==> config.mk <==
export PLATFORM = sky130hd
export DESIGN_NAME = ijvm_bus_sequencer_flat
export DESIGN_NICKNAME = d
export VERILOG_FILES = /design/src/rtl/ijvm_bus_sequencer_if.sv /design/src/rtl/ijvm_bus_sequencer.sv /design/src/flat_wrapper.sv
export SDC_FILE = /design/constraint.sdc
export NUM_CORES = 1
export LEC_CHECK = 0
export BUFFER_PORTS_ARGS = -buffer_cell sky130_fd_sc_hd__buf_2
export CAP_MARGIN = 20
export CORE_MARGIN = 4
export CORE_UTILIZATION = 35
export CTS_BUF_LIST = sky130_fd_sc_hd__clkbuf_2
export DETAILED_ROUTE_END_ITERATION = 8
export PLACE_DENSITY = 0.63
export SETUP_SLACK_MARGIN = 0.15
export SLEW_MARGIN = 5
export SYNTH_ARGS = -nofsm -noshare
export SYNTH_HDL_FRONTEND = slang
export SYNTH_SLANG_ARGS = --single-unit
==> constraint.sdc <==
create_clock -name clk -period 1.54 [get_ports clk]
set_input_delay 0.154 -clock clk [delete_from_list [all_inputs] [get_ports clk]]
set_output_delay 0.154 -clock clk [all_outputs]
set_load 0.01 [all_outputs]
==> src/rtl/ijvm_bus_sequencer_if.sv <==
// Bus bundle between the microinstruction source / memory side and the
// IJVM bus sequencer.
//
// Handshake: a microinstruction transfers on a rising clock edge where
// uop_valid && uop_ready are both high. uop_ready does not depend on
// uop_valid. The memory request (mem_rd/mem_wr/mem_fetch) is held until
// mem_ack is seen high on a rising edge or the sequencer times out. mem_ack
// is a single-cycle pulse and is ignored while no request is outstanding.
interface ijvm_bus_sequencer_if #(
   parameter int NUM_B = 9,
   parameter int NUM_C = 9,
   parameter int SEL_W = 4
);
   logic             uop_valid;
   logic             uop_ready;
   logic [SEL_W-1:0] uop_b_sel;
   logic [NUM_C-1:0] uop_c_mask;
   logic [1:0]       uop_mem;
   logic [NUM_B-1:0] b_read_enable;
   logic [NUM_C-1:0] c_write_enable;
   logic             mem_rd;
   logic             mem_wr;
   logic             mem_fetch;
   logic             mem_ack;
   logic             busy;
   logic             sel_err;
   logic             mem_err;

   // Microinstruction source and memory side.
   modport master (
      output uop_valid, uop_b_sel, uop_c_mask, uop_mem, mem_ack,
      input  uop_ready, b_read_enable, c_write_enable, mem_rd, mem_wr,
             mem_fetch, busy, sel_err, mem_err
   );

   // Sequencer side.
   modport slave (
      input  uop_valid, uop_b_sel, uop_c_mask, uop_mem, mem_ack,
      output uop_ready, b_read_enable, c_write_enable, mem_rd, mem_wr,
             mem_fetch, busy, sel_err, mem_err
   );
endinterface

==> src/rtl/ijvm_bus_sequencer.sv <==
// IJVM bus sequencer: runs one microinstruction at a time. The B source is
// enabled for ALU_CYCLES cycles, the C destinations are written in the last
// of those cycles, then the optional memory operation is issued and held
// until mem_ack or a timeout. All outputs decode from registered state, so
// they only change at posedge and are stable when registers drive B at
// negedge.
module ijvm_bus_sequencer #(
   parameter int NUM_B       = 9,
   parameter int NUM_C       = 9,
   parameter int SEL_W       = 4,
   parameter int ALU_CYCLES  = 1,
   parameter int MEM_TIMEOUT = 15
) (
   input  logic                 clk,
   input  logic                 rst,
   ijvm_bus_sequencer_if.slave  bus,
   output logic [1:0]           state_o
);

   localparam int CNT_W = (ALU_CYCLES > 1) ? $clog2(ALU_CYCLES) : 1;
   localparam int TMO_W = $clog2(MEM_TIMEOUT + 1);

   typedef enum logic [1:0] {
      S_IDLE = 2'd0,
      S_EXEC = 2'd1,
      S_MEM  = 2'd2
   } state_e;

   state_e           state_q, state_d;
   logic [SEL_W-1:0] b_sel_q, b_sel_d;
   logic [NUM_C-1:0] c_mask_q, c_mask_d;
   logic [1:0]       mem_q, mem_d;
   logic [CNT_W-1:0] cnt_q, cnt_d;
   logic [TMO_W-1:0] tmo_q, tmo_d;
   logic             sel_err_q, sel_err_d;
   logic             mem_err_q, mem_err_d;

   logic             accept;
   logic             in_sel_ok;
   logic             q_sel_ok;
   logic [TMO_W-1:0] tmo_dec;

   assign accept    = bus.uop_valid && (state_q == S_IDLE);
   assign in_sel_ok = int'(bus.uop_b_sel) < NUM_B;
   assign q_sel_ok  = int'(b_sel_q) < NUM_B;
   assign tmo_dec   = tmo_q - TMO_W'(1);

   // State and latched microinstruction registers, synchronous reset.
   always_ff @(posedge clk) begin
      if (rst) begin
         state_q   <= S_IDLE;
         b_sel_q   <= '0;
         c_mask_q  <= '0;
         mem_q     <= '0;
         cnt_q     <= '0;
         tmo_q     <= '0;
         sel_err_q <= 1'b0;
         mem_err_q <= 1'b0;
      end else begin
         state_q   <= state_d;
         b_sel_q   <= b_sel_d;
         c_mask_q  <= c_mask_d;
         mem_q     <= mem_d;
         cnt_q     <= cnt_d;
         tmo_q     <= tmo_d;
         sel_err_q <= sel_err_d;
         mem_err_q <= mem_err_d;
      end
   end

   // Next-state logic and bus enable decode.
   always_comb begin
      state_d            = state_q;
      b_sel_d            = b_sel_q;
      c_mask_d           = c_mask_q;
      mem_d              = mem_q;
      cnt_d              = cnt_q;
      tmo_d              = tmo_q;
      sel_err_d          = sel_err_q;
      mem_err_d          = mem_err_q;
      bus.b_read_enable  = '0;
      bus.c_write_enable = '0;
      bus.mem_rd         = 1'b0;
      bus.mem_wr         = 1'b0;
      bus.mem_fetch      = 1'b0;

      case (state_q)
         S_IDLE: begin
            if (accept) begin
               state_d  = S_EXEC;
               b_sel_d  = bus.uop_b_sel;
               c_mask_d = bus.uop_c_mask;
               mem_d    = bus.uop_mem;
               cnt_d    = CNT_W'(ALU_CYCLES - 1);
               // A write with no B source would capture a floating bus.
               if (!in_sel_ok && (bus.uop_c_mask != '0)) begin
                  sel_err_d = 1'b1;
               end
            end
         end

         S_EXEC: begin
            if (q_sel_ok) begin
               bus.b_read_enable = NUM_B'(1) << b_sel_q;
            end
            if (cnt_q == '0) begin
               // C capture lands at the posedge closing this cycle, before
               // memory sees MAR/MDR.
               bus.c_write_enable = c_mask_q;
               if (mem_q == 2'b00) begin
                  state_d = S_IDLE;
               end else begin
                  state_d = S_MEM;
                  tmo_d   = TMO_W'(MEM_TIMEOUT);
               end
            end else begin
               cnt_d = cnt_q - CNT_W'(1);
            end
         end

         S_MEM: begin
            bus.mem_rd    = (mem_q == 2'b01);
            bus.mem_wr    = (mem_q == 2'b10);
            bus.mem_fetch = (mem_q == 2'b11);
            tmo_d         = tmo_dec;
            if (bus.mem_ack) begin
               state_d = S_IDLE;
            end else if (tmo_dec == '0) begin
               state_d   = S_IDLE;
               mem_err_d = 1'b1;
            end
         end

         default: begin
            state_d = S_IDLE;
         end
      endcase
   end

   assign bus.uop_ready = (state_q == S_IDLE);
   assign bus.busy      = (state_q != S_IDLE);
   assign bus.sel_err   = sel_err_q;
   assign bus.mem_err   = mem_err_q;
   assign state_o       = state_q;

endmodule

==> src/flat_wrapper.sv <==
// flat-port wrapper written by rule: the top's interface ports become plain ports
module ijvm_bus_sequencer_flat 
#(
   parameter int NUM_B       = 9,
   parameter int NUM_C       = 9,
   parameter int SEL_W       = 4,
   parameter int ALU_CYCLES  = 1,
   parameter int MEM_TIMEOUT = 15
)
  (clk, rst, state_o, bus_uop_valid, bus_uop_b_sel, bus_uop_c_mask, bus_uop_mem, bus_mem_ack, bus_uop_ready, bus_b_read_enable, bus_c_write_enable, bus_mem_rd, bus_mem_wr, bus_mem_fetch, bus_busy, bus_sel_err, bus_mem_err);
  ijvm_bus_sequencer_if #(.NUM_B(NUM_B), .NUM_C(NUM_C), .SEL_W(SEL_W)) bus_i ();
  input  logic clk;
  input  logic rst;
  output logic [1:0] state_o;
  input wire logic [$bits(bus_i.uop_valid)-1:0] bus_uop_valid;
  input wire logic [$bits(bus_i.uop_b_sel)-1:0] bus_uop_b_sel;
  input wire logic [$bits(bus_i.uop_c_mask)-1:0] bus_uop_c_mask;
  input wire logic [$bits(bus_i.uop_mem)-1:0] bus_uop_mem;
  input wire logic [$bits(bus_i.mem_ack)-1:0] bus_mem_ack;
  output wire logic [$bits(bus_i.uop_ready)-1:0] bus_uop_ready;
  output wire logic [$bits(bus_i.b_read_enable)-1:0] bus_b_read_enable;
  output wire logic [$bits(bus_i.c_write_enable)-1:0] bus_c_write_enable;
  output wire logic [$bits(bus_i.mem_rd)-1:0] bus_mem_rd;
  output wire logic [$bits(bus_i.mem_wr)-1:0] bus_mem_wr;
  output wire logic [$bits(bus_i.mem_fetch)-1:0] bus_mem_fetch;
  output wire logic [$bits(bus_i.busy)-1:0] bus_busy;
  output wire logic [$bits(bus_i.sel_err)-1:0] bus_sel_err;
  output wire logic [$bits(bus_i.mem_err)-1:0] bus_mem_err;
  assign bus_i.uop_valid = bus_uop_valid;
  assign bus_i.uop_b_sel = bus_uop_b_sel;
  assign bus_i.uop_c_mask = bus_uop_c_mask;
  assign bus_i.uop_mem = bus_uop_mem;
  assign bus_i.mem_ack = bus_mem_ack;
  assign bus_uop_ready = bus_i.uop_ready;
  assign bus_b_read_enable = bus_i.b_read_enable;
  assign bus_c_write_enable = bus_i.c_write_enable;
  assign bus_mem_rd = bus_i.mem_rd;
  assign bus_mem_wr = bus_i.mem_wr;
  assign bus_mem_fetch = bus_i.mem_fetch;
  assign bus_busy = bus_i.busy;
  assign bus_sel_err = bus_i.sel_err;
  assign bus_mem_err = bus_i.mem_err;
  ijvm_bus_sequencer #(.NUM_B(NUM_B), .NUM_C(NUM_C), .SEL_W(SEL_W), .ALU_CYCLES(ALU_CYCLES), .MEM_TIMEOUT(MEM_TIMEOUT)) u_core (.clk(clk), .rst(rst), .bus(bus_i), .state_o(state_o));
endmodule
==> impl_metrics.toml, run 1 <==
[status]
status = "complete, but fails checks"
violations = "setup timing"

[global_routing]
grt_start_max_net_pins = 26
overflow = 0
grt_pass1_vias = 1145
grt_usage_pct = 14.6
antenna_found_initial = 0
grt_pass1_wl_um = 4870

[sta]
relSlewSlack_pct = 62.2
fin_crit_ns = 1.55
hold_viol_final = 0
finalSetupViolations = 1
period_share_pct = 101
fmax_mhz = 646
fin_ws_ns = -0.00800
tightest_slew_ns = 0.567
finalSetupTns_ns = -0.00800
skew_ns = 0.00516
drv_slew = 0
rsz0062_at_grt = "true"

[place]
place_ws_ns = 0.0481
dp.final_hpwl_um = 2000
dp_cells = 232
routabilityCongestion = 0.813
port_buffers = 45

[yosys]
ys_top_cells_by_count = "nand2_1 (35), dfxtp_1 (23), a21oi_1 (16)"
ys_types = 37
syn_inst = 149
syn_nets = 170
synth_most_common_cell = "nand2_1"
yosysSeqAreaShare_pct = 40.7
ys_top_cells_by_area = "dfxtp_1 (41%), nand2_1 (12%), a21oi_1 (7.1%)"
async_flop_share_pct = 0
syn_area_um2 = 1130
synth_top_area_share_pct = 40.7
ys_warn_count = 0
synth_edf_count = 0
synth.largest_area_cell = "dfxtp_1"
ys_ff_latch = 23
syn_avg_cell_area_um2 = 7.59
synthFlopType = "dfxtp_1"

[finish]
drive_above_1_share_pct = 52.9
final_cell_count_no_fill = 250
final_nets = 228
fin_util_pct = 56.4
area_delta_synth_final_pct = 53.5
diodes = 0
n_fill_cell = 280

[drt]
wl_per_cell_um = 12.7
antenna_left = 0
drtIter0Drc = 40
via_per_inst = 4.84
drc = 0
vias = 1211
wl_um = 3170
dr.pass1.iters = 4

[critical_path]
reg2reg_slack_ns = 0.10
cp-start-kind = "flop"
critPathRequiredTime_ns = 1.39
reg2reg_from = "u_core.state_o[1]"
worst_setup_path_end_kind = "output port"
rr_worst_depth = 7
cp.arrival_ns = 1.39
worst_r2r_endpoint = "u_core.tmo_q[0]"
critical_path_class = "reg2out"
critPathMaxFanout = 6

[floorplan]
core_um2 = 3080
start_util_pct = 36.7
rows = 20
die_h_um = 64.8
fp.dieW_um = 64.8
die_area_um2 = 4200
ios = 46

[min_path]
hold_start = "bus_uop_b_sel[0]"
hold_depth = 3
whs_endpoint = "u_core.b_sel_q[0]"
hp-class = "in2reg"

[power]
ir_worst_vdd_v = 0.000306
power_density_nw_per_um2 = 696
cellLeakagePower_uw = 0.000774
p_total_uw = 1210

[clock_network]
clockBufferDepth = 2
cts_buffers = 3
cts_sinks = 23
htree_levels = 1
clkTransAtPathRegs_ns = 0.22
clock_latency_ns = 0.33
cts_tree = "built"
root_buffer = "clkbuf_2"

[flow_run]
maxCapViolations = 0
==> worst max path at each step <==
stage | slack, ns | endpoint | from | cells past startpoint
2_1_floorplan | 0.17 | u_core.state_o[1] | u_core.tmo_q[0] | 6
3_3_place_gp | 0.12 | u_core.state_o[1] | u_core.tmo_q[0] | 6
3_5_place_dp | 0.05 | u_core.state_o[1] | u_core.tmo_q[0] | 6
4_1_cts | -0.02 | bus_b_read_enable[4] | u_core.state_o[1] | 4
5_1_grt | -0.09 | bus_b_read_enable[5] | u_core.state_o[1] | 4
6_report | -0.008 | bus_b_read_enable[4] | u_core.state_o[1] | 4
==> metrics by stage <==
step / area [µm²] / hold WS, ns
floorplan: 1130 / 0.290
global placement: 1370 / 0.401
detailed placement: 1370 / 0.409
CTS: 1530 / 0.0261
global route: 1740 / 0.0161
finish: 1740 / 0.0326
==> cell type report <==
cell class                 count  area [µm²]  share of cell area (%)
clock buffer                   4        20.0                    1.15
inverter                       6        22.5                    1.30
multi-input combinational    113         746                    42.9
sequential                    23         465                    26.8
tap                           44        55.1                    3.17
timing repair buffer          60         428                    24.6
==> power breakdown <==
part,switching [µW],internal [µW],leakage [µW],total [µW]
clock network,182,68.7,0.0000166,250
logic,148,145,0.000567,293
registers,32.8,633,0.000190,665
total,363,846,0.000774,1210
==> cell usage in the layout (no fill, tap or decap), types with 2 or more instances in the layout <==
master,n
and2_4,7
nand3_1,2
nand2_1,28
clkbuf_2,4
inv_2,2
nand2_2,7
buf_4,9
and3_4,2
a21oi_1,9
dfxtp_2,4
nor3_2,2
or3_1,2
nor3_1,3
and2_1,3
nor2_1,15
buf_6,12
nor3b_2,2
dfxtp_1,19
buf_2,37
a21oi_2,8
inv_1,4
==> repair_timing <==
action,4_1_cts,5_1_grt
pin swaps,9,16
setup buffers,8,5
cloned,0,1
hold buffers,0,0
setup endpoints to repair,23,40
hold endpoints to repair,0,0
resized for setup,24,37
==> registers in the layout, indices dropped and copies added (netlist names) <==
| register | cells |
|---|---|
| u_core.c_mask_q | 9 |
| u_core.state_o | 2 |
| u_core.bus.mem_err | 1 |
| u_core.bus.sel_err | 1 |
| u_core.b_sel_q | 4 |
| u_core.tmo_q | 4 |
| u_core.mem_q | 2 |
==> per-layer routing <==
metal	part of all wire [%]	global-route usage (%)
met2	53	27.2
met5	0	0
met1	42	16.3
met4	0.98	5.54
met3	3.9	2.60
==> logic make-up after synthesis <==
family / count (synthesis) / share of synthesized area (%)
AOI/OAI and AO/OA: 27 / 15.2
xor gates and xnor gates: 1 / 0.774
adders and majority gates: 2 / 2.21
buffers and inverters: 13 / 6.08
DFF: 23 / 40.7
and+or+nand+nor: 83 / 35.1
==> critical path: stages (launching register included) <==
cell	delay [ns]
dfxtp_2	0.37
and2b_4	0.29
nand3b_1	0.12
nor3_2	0.13
buf_2	0.15
No activity file was read; power rests on OpenSTA's default activity.
==> run 2: changes to the inputs <==
--- a/config.mk
+++ b/config.mk
@@ -9,7 +9,6 @@
 export CAP_MARGIN = 20
 export CORE_MARGIN = 4
 export CORE_UTILIZATION = 35
-export CTS_BUF_LIST = sky130_fd_sc_hd__clkbuf_2
 export DETAILED_ROUTE_END_ITERATION = 8
 export PLACE_DENSITY = 0.63
 export SETUP_SLACK_MARGIN = 0.15
==> run 2 against run 1 <==
- the flow now finishes without violations
- core utilization down 4.4 points
- sequential cell count unchanged
- die area unchanged
- sequential power about the same
- setup slack better by 0.048 ns
- clock-buffer cell count unchanged
- design area down 7.9%
- largest power group unchanged
==> impl_metrics.toml, run 2 (synthesized netlist as in run 1, its figures left out) <==
[floorplan]
die_h_um = 64.8
die_area_um2 = 4200
start_util_pct = 36.7
core_um2 = 3080
rows = 20
ios = 46
fp.dieW_um = 64.8

[finish]
area_delta_synth_final_pct = 41.5
diodes = 0
regMostFlops = "u_core.c_mask_q"
drive_above_1_share_pct = 43.0
most-common-layout-cells = "buf_2 (38), nand2_1 (33), dfxtp_1 (19)"
final_common_cell = "buf_2"
final_nets = 222
stdcell_area_um2 = 1600
fin_util_pct = 52.0
largest_reg_flops = 9
top_regs = "u_core.c_mask_q x9, u_core.b_sel_q x4, u_core.tmo_q x4"

[clock_network]
cts_tree = "built"
postCtsHoldBufs = 0
htree_levels = 1
clockBufferDepth = 2
cts_sinks = 23
clock_latency_ns = 0.30
clkTransAtPathRegs_ns = 0.12
root_buffer = "clkbuf_4"
cts_buffers = 3

[global_routing]
antenna_found_initial = 0
grt_pass1_wl_um = 4730
grt_start_max_net_pins = 26
overflow = 0
grt_usage_pct = 14.0
grt_pass1_vias = 1144

[drt]
via_per_inst = 4.78
drc = 0
dr.pass1.iters = 4
wl_um = 3000
antenna_left = 0
wl_per_cell_um = 12.3
drtIter0Drc = 29
vias = 1167

[sta]
skew_ns = 0.00289
hold_viol_final = 0
relSlewSlack_pct = 68.1
rsz0062_at_grt = "true"
drv_slew = 0
period_share_pct = 97.4
finalSetupViolations = 0
fmax_mhz = 667
tightest_slew_ns = 0.479
fin_crit_ns = 1.50

[critical_path]
critPathRequiredTime_ns = 1.39
cp.arrival_ns = 1.35
critical_path_class = "reg2out"
cp-start-kind = "flop"
critPathMaxFanout = 6
worst_setup_path_end_kind = "output port"

[min_path]
hp-class = "in2reg"

[place]
port_buffers = 45
place_area_um2 = 1370
routabilityCongestion = 0.813
dp.final_hpwl_um = 2000

[power]
ir_worst_vdd_v = 0.000444
cellLeakagePower_uw = 0.000719
power_density_nw_per_um2 = 732

[flow_run]
maxCapViolations = 0

[status]
status = "complete, no violations"
==> run 2: worst paths after layout <==
check,slack [ns],cells past startpoint,endpoint,startpoint
setup reg to reg,0.19,5,u_core.bus.mem_err,u_core.tmo_q[0]
hold / removal,0.09,3,u_core.b_sel_q[0],bus_uop_b_sel[0]
hold reg to reg,0.46,2,u_core.c_mask_q[5],u_core.c_mask_q[5]
setup / recovery,0.04,4,bus_b_read_enable[4],u_core.state_o[1]
==> run 2: routing by layer <==
layer	routed length, µm	track usage [%]
met5	0	0
met4	33	3.96
met3	140	2.60
met2	1560	26.7
met1	1270	15.4
==> run 2: per-stage QoR <==
| step | hold slack [ns] | cells | setup WS [ns] | TNS, ns | power (µW) |
|---|---|---|---|---|---|
| 2_1_floorplan | 0.290 | 149 | 0.166 | 0 | 800 |
| 3_3_place_gp | 0.401 | 232 | 0.118 | 0 | 856 |
| 3_5_place_dp | 0.409 | 232 | 0.0481 | 0 | 862 |
| 4_1_cts | 0.0783 | 243 | 0.0389 | 0 | 1160 |
| 5_1_grt | 0.0778 | 244 | -0.0450 | -0.191 | 1240 |
| 6_report | 0.0854 | 244 | 0.0397 | 0 | 1170 |
==> run 2: critical path, stage by stage (launching register included) <==
cell and delay [ns]:
dfxtp_2 0.35, and2b_4 0.29, nand3b_1 0.12, nor3_2 0.13, buf_2 0.15
==> run 2: power breakdown <==
group          internal [µW]  switching (µW)  total [µW]
sequential               631            33.4         665
clock                    101             167         268
combinational            112             126         238
total                    844             327        1170
==> run 2: area by class of cell <==
class / instances / area, µm²
Fill cell: 304 / 1480
Multi-Input combinational cell: 113 / 691
Sequential cell: 23 / 465
Timing Repair Buffer: 54 / 340
Tap cell: 44 / 55.1
Clock buffer: 4 / 26.3
Inverter: 6 / 22.5
==> run 2: what timing repair did <==
item,4_1_cts,5_1_grt
gates resized for setup,22,17
setup endpoints to repair,23,38
setup buffers,7,1
pin swaps,7,8
